## src/rtl/color_track_pkg.sv

```systemverilog
// Shared definitions for the colour trackers: RGB565 field positions,
// tracker frame states and the default overlay colour.
package color_track_pkg;

  localparam int R_MSB = 15;
  localparam int R_LSB = 11;
  localparam int G_MSB = 10;
  localparam int G_LSB = 5;
  localparam int B_MSB = 4;
  localparam int B_LSB = 0;

  typedef enum logic [1:0] {
    IDLE    = 2'd0,
    ARMED   = 2'd1,
    PUBLISH = 2'd2
  } track_state_e;

  localparam logic [15:0] DEFAULT_BOX_COLOR = 16'hF800;

endpackage

```

## src/rtl/rgb565_window_cmp.sv

```systemverilog
// Combinational inclusive window compare on the three RGB565 channels.
// A channel whose min exceeds its max can never match.
module rgb565_window_cmp
  import color_track_pkg::*;
(
  input  logic [15:0] pixel,
  input  logic [4:0]  r_min,
  input  logic [4:0]  r_max,
  input  logic [5:0]  g_min,
  input  logic [5:0]  g_max,
  input  logic [4:0]  b_min,
  input  logic [4:0]  b_max,
  output logic        match
);

  logic [4:0] r_s;
  logic [5:0] g_s;
  logic [4:0] b_s;

  assign r_s = pixel[R_MSB:R_LSB];
  assign g_s = pixel[G_MSB:G_LSB];
  assign b_s = pixel[B_MSB:B_LSB];

  assign match = (r_s >= r_min) && (r_s <= r_max) &&
                 (g_s >= g_min) && (g_s <= g_max) &&
                 (b_s >= b_min) && (b_s <= b_max);

endmodule

```

## src/rtl/color_bbox_tracker.sv

```systemverilog
// Per-frame bounding box and hit count of pixels inside an RGB565 colour window.
// Define COLOR_BBOX_OVERLAY_EN to draw the previous valid box onto out_data.
module color_bbox_tracker
  import color_track_pkg::*;
#(
  parameter int          COORD_W    = 12,
  parameter int          CNT_W      = 20,
  parameter int          MIN_PIXELS = 64,
  parameter logic [15:0] BOX_COLOR  = DEFAULT_BOX_COLOR
) (
  input  logic               cmos_pclk,
  input  logic               rst_n,
  input  logic               in_vsync,
  input  logic               in_href,
  input  logic [15:0]        in_data,
  input  logic               in_clken,
  input  logic [4:0]         r_min,
  input  logic [4:0]         r_max,
  input  logic [5:0]         g_min,
  input  logic [5:0]         g_max,
  input  logic [4:0]         b_min,
  input  logic [4:0]         b_max,
  output logic               out_vsync,
  output logic               out_href,
  output logic [15:0]        out_data,
  output logic               out_clken,
  output logic               pixel_hit,
  output logic [COORD_W-1:0] bbox_x_min,
  output logic [COORD_W-1:0] bbox_x_max,
  output logic [COORD_W-1:0] bbox_y_min,
  output logic [COORD_W-1:0] bbox_y_max,
  output logic               bbox_valid,
  output logic [CNT_W-1:0]   hit_count,
  output logic               frame_done
);

  localparam logic [COORD_W-1:0] COORD_ZERO = {COORD_W{1'b0}};
  localparam logic [COORD_W-1:0] COORD_ONES = {COORD_W{1'b1}};
  localparam logic [COORD_W-1:0] COORD_ONE  = {{(COORD_W-1){1'b0}}, 1'b1};
  localparam logic [CNT_W-1:0]   CNT_ZERO   = {CNT_W{1'b0}};
  localparam logic [CNT_W-1:0]   CNT_ONES   = {CNT_W{1'b1}};
  localparam logic [CNT_W-1:0]   CNT_ONE    = {{(CNT_W-1){1'b0}}, 1'b1};
  localparam logic [CNT_W-1:0]   MIN_CNT    = CNT_W'(MIN_PIXELS);

  logic               vsync_d_r;
  logic               href_d_r;
  logic               vs_rise_s;
  logic               vs_fall_s;
  logic               hs_fall_s;
  logic               win_match_s;
  logic               hit_s;
  logic [15:0]        pix_out_s;
  logic [COORD_W-1:0] x_cnt_r;
  logic [COORD_W-1:0] y_cnt_r;
  logic [COORD_W-1:0] acc_x_min_r;
  logic [COORD_W-1:0] acc_x_max_r;
  logic [COORD_W-1:0] acc_y_min_r;
  logic [COORD_W-1:0] acc_y_max_r;
  logic [CNT_W-1:0]   acc_cnt_r;
  track_state_e       state_r;

  assign vs_rise_s = in_vsync & ~vsync_d_r;
  assign vs_fall_s = ~in_vsync & vsync_d_r;
  assign hs_fall_s = ~in_href & href_d_r;
  assign hit_s     = in_clken & in_href & win_match_s;

  rgb565_window_cmp u_win (
    .pixel (in_data),
    .r_min (r_min),
    .r_max (r_max),
    .g_min (g_min),
    .g_max (g_max),
    .b_min (b_min),
    .b_max (b_max),
    .match (win_match_s)
  );

`ifdef COLOR_BBOX_OVERLAY_EN
  logic on_col_s;
  logic on_row_s;
  logic in_xspan_s;
  logic in_yspan_s;
  logic border_s;

  assign on_col_s   = (x_cnt_r == bbox_x_min) || (x_cnt_r == bbox_x_max);
  assign on_row_s   = (y_cnt_r == bbox_y_min) || (y_cnt_r == bbox_y_max);
  assign in_xspan_s = (x_cnt_r >= bbox_x_min) && (x_cnt_r <= bbox_x_max);
  assign in_yspan_s = (y_cnt_r >= bbox_y_min) && (y_cnt_r <= bbox_y_max);
  assign border_s   = bbox_valid & in_clken & in_href &
                      ((on_col_s & in_yspan_s) | (on_row_s & in_xspan_s));
  assign pix_out_s  = border_s ? BOX_COLOR : in_data;
`else
  logic [15:0] unused_box_color_s;

  assign unused_box_color_s = BOX_COLOR;
  assign pix_out_s          = in_data;
`endif

  // Pass-through pipeline, edge history and pixel coordinates.
  // vsync history resets high so a frame already in flight at reset release
  // is not mistaken for a fresh frame start.
  always_ff @(posedge cmos_pclk) begin
    if (!rst_n) begin
      vsync_d_r <= 1'b1;
      href_d_r  <= 1'b0;
      out_vsync <= 1'b0;
      out_href  <= 1'b0;
      out_data  <= 16'h0000;
      out_clken <= 1'b0;
      pixel_hit <= 1'b0;
      x_cnt_r   <= COORD_ZERO;
      y_cnt_r   <= COORD_ZERO;
    end else begin
      vsync_d_r <= in_vsync;
      href_d_r  <= in_href;
      out_vsync <= in_vsync;
      out_href  <= in_href;
      out_data  <= pix_out_s;
      out_clken <= in_clken;
      pixel_hit <= hit_s;
      if (!in_href) begin
        x_cnt_r <= COORD_ZERO;
      end else if (in_clken) begin
        x_cnt_r <= x_cnt_r + COORD_ONE;
      end else begin
        x_cnt_r <= x_cnt_r;
      end
      if (vs_rise_s) begin
        y_cnt_r <= COORD_ZERO;
      end else if (hs_fall_s) begin
        y_cnt_r <= y_cnt_r + COORD_ONE;
      end else begin
        y_cnt_r <= y_cnt_r;
      end
    end
  end

  // Box and hit accumulators; a frame start wins over a coincident hit.
  always_ff @(posedge cmos_pclk) begin
    if (!rst_n || vs_rise_s) begin
      acc_x_min_r <= COORD_ONES;
      acc_x_max_r <= COORD_ZERO;
      acc_y_min_r <= COORD_ONES;
      acc_y_max_r <= COORD_ZERO;
      acc_cnt_r   <= CNT_ZERO;
    end else if (hit_s) begin
      acc_x_min_r <= (x_cnt_r < acc_x_min_r) ? x_cnt_r : acc_x_min_r;
      acc_x_max_r <= (x_cnt_r > acc_x_max_r) ? x_cnt_r : acc_x_max_r;
      acc_y_min_r <= (y_cnt_r < acc_y_min_r) ? y_cnt_r : acc_y_min_r;
      acc_y_max_r <= (y_cnt_r > acc_y_max_r) ? y_cnt_r : acc_y_max_r;
      acc_cnt_r   <= (acc_cnt_r == CNT_ONES) ? acc_cnt_r : acc_cnt_r + CNT_ONE;
    end else begin
      acc_x_min_r <= acc_x_min_r;
      acc_x_max_r <= acc_x_max_r;
      acc_y_min_r <= acc_y_min_r;
      acc_y_max_r <= acc_y_max_r;
      acc_cnt_r   <= acc_cnt_r;
    end
  end

  // Frame sequencing and published results, which hold between frames.
  always_ff @(posedge cmos_pclk) begin
    if (!rst_n) begin
      state_r    <= IDLE;
      bbox_x_min <= COORD_ZERO;
      bbox_x_max <= COORD_ZERO;
      bbox_y_min <= COORD_ZERO;
      bbox_y_max <= COORD_ZERO;
      bbox_valid <= 1'b0;
      hit_count  <= CNT_ZERO;
      frame_done <= 1'b0;
    end else begin
      frame_done <= 1'b0;
      case (state_r)
        IDLE: begin
          state_r <= vs_rise_s ? ARMED : IDLE;
        end
        ARMED: begin
          state_r <= vs_fall_s ? PUBLISH : ARMED;
        end
        PUBLISH: begin
          // a one-cycle vsync gap must still arm the following frame
          state_r    <= vs_rise_s ? ARMED : IDLE;
          bbox_x_min <= acc_x_min_r;
          bbox_x_max <= acc_x_max_r;
          bbox_y_min <= acc_y_min_r;
          bbox_y_max <= acc_y_max_r;
          bbox_valid <= (acc_cnt_r >= MIN_CNT);
          hit_count  <= acc_cnt_r;
          frame_done <= 1'b1;
        end
        default: begin
          state_r <= IDLE;
        end
      endcase
    end
  end

endmodule

```

## config.mk

```make
export PLATFORM = sky130hd
export DESIGN_NAME = color_bbox_tracker
export DESIGN_NICKNAME = d
export VERILOG_FILES = /design/src/rtl/color_track_pkg.sv /design/src/rtl/rgb565_window_cmp.sv /design/src/rtl/color_bbox_tracker.sv
export SDC_FILE = /design/constraint.sdc
export NUM_CORES = 1
export LEC_CHECK = 0
export BUFFER_PORTS_ARGS = -buffer_cell sky130_fd_sc_hd__buf_2
export CAP_MARGIN = 20
export CORE_ASPECT_RATIO = 1.5
export CORE_MARGIN = 5
export CORE_UTILIZATION = 60
export CTS_BUF_LIST = sky130_fd_sc_hd__clkbuf_16
export DETAILED_ROUTE_END_ITERATION = 10
export GPL_TIMING_DRIVEN = 0
export PLACE_DENSITY_LB_ADDON = 0.2
export SLEW_MARGIN = 30
export SYNTH_ARGS = -nofsm -noshare
export SYNTH_HDL_FRONTEND = slang
export SYNTH_SLANG_ARGS = --single-unit
```

## constraint.sdc

```tcl
create_clock -name cmos_pclk -period 5.28 [get_ports cmos_pclk]
set_clock_uncertainty 0.15 [all_clocks]
set_input_delay 1.056 -clock cmos_pclk [delete_from_list [all_inputs] [get_ports cmos_pclk]]
set_output_delay 1.056 -clock cmos_pclk [all_outputs]
set_load 0.03 [all_outputs]
```

==> impl_results.md, run 1 <==
- Status: finished, final reports clean
- Pint: 2.22 mW
- Post-layout nets: 1397
- Synthesized area per cell: 8.45 um^2
- Crit-path slowest cell: nor3_2
- Register area share after synthesis: 0.398
- Crit path cell chain: buf_2 > inv_1 > ha_1 > nand2b_1 > a31oi_1 > o21ai_1 > nand2_1 > nor3_2 > buf_6 > mux2i_1
- Max Clk Rate: 308 MHz
- Count of final max-slew check failures: 0
- Max FO, Critical Path: 10
- Hold Path Origin: bbox_y_min[5]
- # Post-CTS Setup Buffers: 0
- Clock power frac: 0.432
- Largest net degree at the start of global routing: 17
- Core footprint: 0.0152 mm^2
- Fin crit share: 0.615
- Most common cell in the netlist: nand2_1
- Via count: 8369
- 1st-pass router iterations: 7
- Port Buf Inserts: 141
- Gate power share: 0.082
- Area Growth Syn to Fin: 16.3%
- Lkg Pwr: 4.71 nW
- Cells after synthesis: 1102
- Share of cells above drive strength 1: 0.154
- Synthesized flop and latch total: 185
- Critical Path Sink: acc_y_max_r[4]
- WS Path Type: in -> reg
- Worst r2r dst: acc_y_min_r[9]
- DRT iter0 DRCs: 494
- Hold Vio Cnt, Final: 0
- Worst reg2reg path startpoint: y_cnt_r[8]
- Dominant cell type by area after synthesis: dfxtp_1
- Initial antenna violation count: 1
- Pre-CTS setup slack: 1590 ps
- Total gr overflow: 0
- Cells on Worst Hold Path: 2
- RSZ-0062 raised after global routing: false
- HPWL after detailed placement: 18.1 mm
- WP data arrival: 3450 ps
- Clock latency at the later pin of the worst-skew pair: 420 ps
- Max clock buf depth: 2
- Resize count post-CTS: 0
- DP Cell Count: 1442
- Peak supply drop: 0.000217 V
- Setup Viol. Count Final: 0
- Post-layout util: 0.712
- Sw Ratio: 0.238
- Fill cells: 1253
- Final Wtd Congestion: 0.890
- Net Switching: 0.694 mW
- Hold crit path type: reg -> reg
- Clock Pin Slew Worst Setup and Hold Paths: 70 ps
- Worst reg2reg setup slack: 2550 ps
- Aggregate global-route resource usage: 0.266
- Io pins: 143
- Syn_nets: 1237
- Die area: 0.0182 mm^2
- Synth top area share: 0.398
- Unique cell type count in the Yosys netlist: 60
- Total routed wirelength: 24.1 mm
- Die W: 112 um
- Largest cells by area after synthesis: dfxtp_1, ha_1, nand2_1, a21boi_0, inv_1
- Initial Util: 0.612
- Worst Path Required: 5480 ps
- Crit. Startpoint: in_data[11]
- TritonCTS clock tree: yes
- Seq pwr share: 0.486
- Post-synth ARST share: 0
- Final antenna-violating net count: 0
- # hold bufs at CTS: 0
- Power Density: 269 mW/mm^2
- Synthesized area: 0.00931 mm^2
- Clk sinks: 185
- Top_reg_cell synth: dfxtp_1
- Non-Filler Instances: 1472
- Clock H-tree levels: 4
- Number of vias per cell: 5.69
- Post-synth EDFFs: 0
- Yosys warning count: 0
- Number of global-route vias before repair: 8359
- Worst slew pin tran: 810 ps
- Post-route setup slack: 2030 ps
- Row Count: 55
- Root Buffer: clkbuf_16
- CP Launch Type: input pin
- Remaining DRCs: 0
- DR WL/cell: 16.4 um
- Die extent in y: 163 um
- Min Tclk post-route: 3250 ps
- Relative slew slack: 0.459
- Setup_tns: 0 ps
- CP peak stage delay: 530 ps
- Setup crit end kind: flop
- Global-route wire length before repair: 40.0 mm
- FF-to-FF path depth: 8
- Max cap viols: 0
- Total CTS buffers: 17
- Top post-synthesis cells by count: nand2_1, dfxtp_1, inv_1
## worst min-delay path by stage
stage	endpoint
2_1_floorplan	bbox_x_min[10]
3_3_place_gp	bbox_y_max[6]
3_5_place_dp	hit_count[6]
4_1_cts	hit_count[6]
5_1_grt	hit_count[6]
6_report	bbox_y_min[5]
## kinds of logic (layout without fill, tap and decap cells)
kind of cell | after synthesis | after routing | share of synthesized area
buffers and inverters | 158 | 328 | 0.0669
adders and majority gates | 82 | 82 | 0.110
muxes | 27 | 27 | 0.0290
and+or+nand+nor | 415 | 415 | 0.217
AOI/OAI and AO/OA | 219 | 219 | 0.164
other | 0 | 1 | 0
DFF | 185 | 185 | 0.398
xor gates and xnor gates | 16 | 16 | 0.0150
## power groups by stage
stage | clock (mW) | combinational [mW] | sequential (mW)
finish | 1.26 | 0.240 | 1.42
detailed placement | 0 | 0.237 | 1.45
floorplan | 0 | 0.133 | 1.47
global placement | 0 | 0.232 | 1.45
global route | 1.33 | 0.265 | 1.42
CTS | 1.26 | 0.239 | 1.42
## sequential cells by signal, indices dropped and copies added (netlist names)
name         flops
href_d_r         1
frame_done       1
hit_count       20
acc_x_min_r     12
out_vsync        1
pixel_hit        1
vsync_d_r        1
acc_y_min_r     12
y_cnt_r         12
out_data        16
bbox_x_max      12
out_clken        1
bbox_y_min      12
acc_cnt_r       20
x_cnt_r         12
bbox_x_min      12
acc_y_max_r     12
state_r          2
acc_x_max_r     12
bbox_y_max      12
bbox_valid       1
## through the flow
step | hold WS (ps) | power (mW) | instance area [um^2]
2_1_floorplan | 291 | 1.60 | 9310
3_3_place_gp | 298 | 1.68 | 10300
3_5_place_dp | 303 | 1.68 | 10300
4_1_cts | 312 | 2.92 | 10800
5_1_grt | 331 | 3.01 | 10800
6_report | 309 | 2.91 | 10800
## worst max-delay path: cells and delay by family
kind                     cells  cell delay [ps]
AO/OA/AOI/OAI                2              550
adder cells (fa/ha/maj)      1              260
buffers and inverters        3              370
multiplexers                 1              200
AND/OR/NAND/NOR              3             1000
## layer usage
layer | up-vias | track usage | wire length [um]
met3 | 84 | 0.0428 | 1220
met4 | 0 | 0.127 | 1080
met1 | 3871 | 0.301 | 9400
met2 | 288 | 0.484 | 12400
met5 | - | 0 | 0
li1 | 4126 | - | -
## layout make-up
class | instances | area [um^2] | area share
plain buffers | 62 | 263 | 0.0243
clock inverters | 12 | 139 | 0.0128
diodes | 1 | 2.50 | 0.000231
well taps | 199 | 249 | 0.0230
flip-flops and latches | 185 | 3700 | 0.342
repair buffers | 141 | 706 | 0.0651
multi-input cells | 759 | 4990 | 0.460
clock buffers | 17 | 425 | 0.0393
inverters | 96 | 360 | 0.0333
## cell usage in the layout, fill, tap and decap left out, drive strengths merged, types with 7 or more instances in the layout
cell type	n
or4	7
buf	156
ha	82
dfxtp	185
xor2	11
o21a	7
nand3	30
o21ai	23
inv	99
nand2	208
o31ai	31
o211ai	9
clkbuf	64
a21boi	71
nand2b	18
nor3	15
and3	20
mux2i	27
and2	19
a21oi	46
nand4	51
nor2	28
Power figures use the tool's default switching activity.
==> inputs of run 2 (changes only) <==
Settings changed: ABC_AREA set to 1, CORE_UTILIZATION 60 to 57.
Clock period 5.28 ns to 3.3 ns, I/O delays scaled along.
==> run 2 against run 1 <==
Net effect: sequential cell count unchanged; die area up 5.1%; critical path depth unchanged; clock power rose by 49%; non-clock buffer count decreased by 4; synthesized cell count rose by 16%; first-iteration DRC count is 34% higher; final area decreased by 0.15%; register-to-register slack lost 1600 ps; critical endpoint is now acc_x_min_r[5]; final cell count rose by 13%; wire length rose by 3.9%; largest power group unchanged; power rose by 56%; largest cell class unchanged.
==> impl_results.md, run 2 <==
- Status: finished, final reports clean
- Post-layout nets: 1575 (+13%)
- Port Buf Inserts: 140 (-0.71%)
- Hold Vio Cnt, Final: 0 (unchanged)
- Area Growth Syn to Fin: 15.9%
- Max FO, Critical Path: 10 (unchanged)
- Number of global-route vias before repair: 8522 (+1.9%)
- Fin crit share: 0.703
- Lkg Pwr: 5.69 nW (+21%)
- # hold bufs at CTS: 0 (unchanged)
- Clock H-tree levels: 4 (unchanged)
- RSZ-0062 raised after global routing: false
- Peak supply drop: 0.000274 V (+26%)
- Count of final max-slew check failures: 0 (unchanged)
- Design Power: 4.55 mW (+56%)
- Synthesized area per cell: 7.29 um^2 (-14%)
- Most frequent CP cell: nand2_1
- CP Launch Type: flop
- DR WL/cell: 15.1 um (-7.8%)
- Post-synth ARST share: 0 (unchanged)
- Largest net degree at the start of global routing: 17 (unchanged)
- Crit path cell chain: ha_1 > a21oi_1 > o21ai_0 > nand2_1 > nand2_1 > a21oi_1 > nand3_1 > buf_2 > nand2_1 > nand3_1
- Clock Pin Slew Worst Setup and Hold Paths: 70 ps (about the same)
- Row Count: 57 (+3.6%)
- Dominant cell type by area after synthesis: dfxtp_1
- Clock latency at the later pin of the worst-skew pair: 430 ps (about the same)
- Setup crit end kind: flop
- Die area: 0.0191 mm^2 (+5.1%)
- Top post-synthesis cells by count: nand2_1, dfxtp_1, inv_1
- 1st-pass router iterations: 5 (-2)
- Initial antenna violation count: 0 (-1)
- Root Buffer: clkbuf_16
- Share of cells above drive strength 1: 0.154 (-0.000507)
- Fill cells: 1457 (+16%)
- Die extent in y: 167 um (+2.5%)
- Aggregate global-route resource usage: 0.264 (-0.00190)
- Post-layout util: 0.671 (-0.0412)
- CP peak stage delay: 510 ps (-20 ps)
- Total routed wirelength: 25.0 mm (+3.9%)
- Top_reg_cell synth: dfxtp_1
- WP data arrival: 2470 ps (-980 ps)
- Register area share after synthesis: 0.397 (-0.000853)
- Hold crit path type: in -> reg
- Post-synth EDFFs: 0 (unchanged)
- Via count: 8797 (+5.1%)
- TritonCTS clock tree: yes
- Io pins: 143 (unchanged)
- Max clock buf depth: 2 (unchanged)
- Synthesized area: 0.00933 mm^2 (+0.21%)
- Synth top area share: 0.397 (-0.000853)
- Most common cell in the netlist: nand2_1
- Worst slew pin tran: 834 ps (+23.2 ps)
- Min Tclk post-route: 2320 ps
- Diode count: 0 (-1)
- Total CTS buffers: 17 (unchanged)
- DRT iter0 DRCs: 661 (+34%)
- Unique cell type count in the Yosys netlist: 36 (-40%)
- Setup Viol. Count Final: 0 (unchanged)
- Relative slew slack: 0.444 (-0.0143)
- Die W: 114 um (+2.5%)
- Yosys warning count: 0 (unchanged)
- Max Clk Rate: 431 MHz
- Initial Util: 0.579 (-0.0333)
- # Post-CTS Setup Buffers: 0 (unchanged)
- WS Path Type: reg -> reg
- Hold slack: 270 ps (-38.3 ps)
- Remaining DRCs: 0 (unchanged)
- Synthesized flop and latch total: 185 (unchanged)
- Max cap viols: 0 (unchanged)
- Syn_nets: 1416 (+14%)
- Number of vias per cell: 5.31 (-6.7%)
- Setup_tns: 0 ps (unchanged)
- Largest cells by area after synthesis: dfxtp_1, nand2_1, ha_1, inv_1, a21oi_1
- Core footprint: 0.0161 mm^2 (+6.0%)
- Global-route wire length before repair: 40.7 mm (+1.7%)
- Worst Path Required: 3450 ps (-2030 ps)
- Resize count post-CTS: 0 (unchanged)
- Final Wtd Congestion: 0.895 (+0.55%)
- Total gr overflow: 0 (unchanged)
- Power Density: 421 mW/mm^2 (+56%)
- Final antenna-violating net count: 0 (unchanged)
- Clk sinks: 185 (unchanged)
- HPWL after detailed placement: 19.3 mm (+6.6%)
- Most frequent cells in the layout: nand2_1, dfxtp_1, inv_1
- Most common cell after layout, fill and taps aside: nand2_1
- Cells after synthesis: 1281 (+16%)
- Crit-path slowest cell: dfxtp_1
- Largest registers: acc_cnt_r x20, hit_count x20, out_data x16
run 2: cell types whose count changed after synthesis, moves of 27 or more:
cell / before / now
a21oi_1: 45 / 117
mux2i_1: 27 / 0
nor2_1: 28 / 134
o31ai_1: 30 / 0
nand2_1: 208 / 274
a21boi_0: 69 / 1
o21ai_0: 19 / 81
inv_1: 96 / 176
run 2: worst max-delay path: cells and delay by family (launching register included):
kind / cells / cell delay, ps
buffers and inverters: 1 / 230
adders and majority gates: 1 / 310
DFF: 1 / 510
and+or+nand+nor: 5 / 440
AOI/OAI and AO/OA: 3 / 540
run 2: layer usage:
metal	wire (um)	vias to the layer above	GRT usage
li1	-	4463	-
met1	9710	3972	0.293
met2	12900	290	0.476
met3	1420	72	0.0523
met4	1000	0	0.119
met5	0	-	0
run 2: power breakdown:
| group | total [mW] | switching (mW) | leakage (nW) | internal, mW |
|---|---|---|---|---|
| sequential | 2.27 | 0.0139 | 1.50 | 2.26 |
| clock | 1.88 | 0.914 | 0.255 | 0.963 |
| combinational | 0.398 | 0.270 | 3.94 | 0.128 |
run 2: logic make-up (layout without fill, tap and decap cells):
family / Yosys count / after routing / synth area share
adders and majority gates: 82 / 82 / 0.110
and+or+nand+nor: 552 / 552 / 0.260
DFF: 185 / 185 / 0.397
AOI/OAI and AO/OA: 207 / 207 / 0.114
xor gates and xnor gates: 15 / 15 / 0.0141
buffers and inverters: 240 / 411 / 0.106
run 2: worst paths after layout:
path                                  from             end  slack, ps  depth (start not counted)
worst max-delay path            x_cnt_r[7]  acc_x_min_r[5]        980                         10
worst max register to register  x_cnt_r[7]  acc_x_min_r[5]        980                         10
worst min register to register  state_r[1]      state_r[1]        290                          1
worst min-delay path            in_data[5]     out_data[5]        270                          3
run 2: final cells by class:
type | instances | area, um^2 | area share
multi-input cells | 856 | 4640 | 0.429
flip-flops and latches | 185 | 3700 | 0.342
repair buffers | 140 | 701 | 0.0648
inverters | 181 | 679 | 0.0628
clock buffers | 17 | 425 | 0.0393
plain buffers | 59 | 308 | 0.0285
well taps | 206 | 258 | 0.0238
clock inverters | 14 | 101 | 0.00937
run 2: metrics by stage:
step | instance area, um^2 | setup WS, ps | std cells
CTS | 10800 | 1010 | 1658
global route | 10800 | 799 | 1658
global placement | 10300 | 636 | 1627
floorplan | 9330 | 1110 | 1281
finish | 10800 | 981 | 1658
detailed placement | 10300 | 628 | 1627
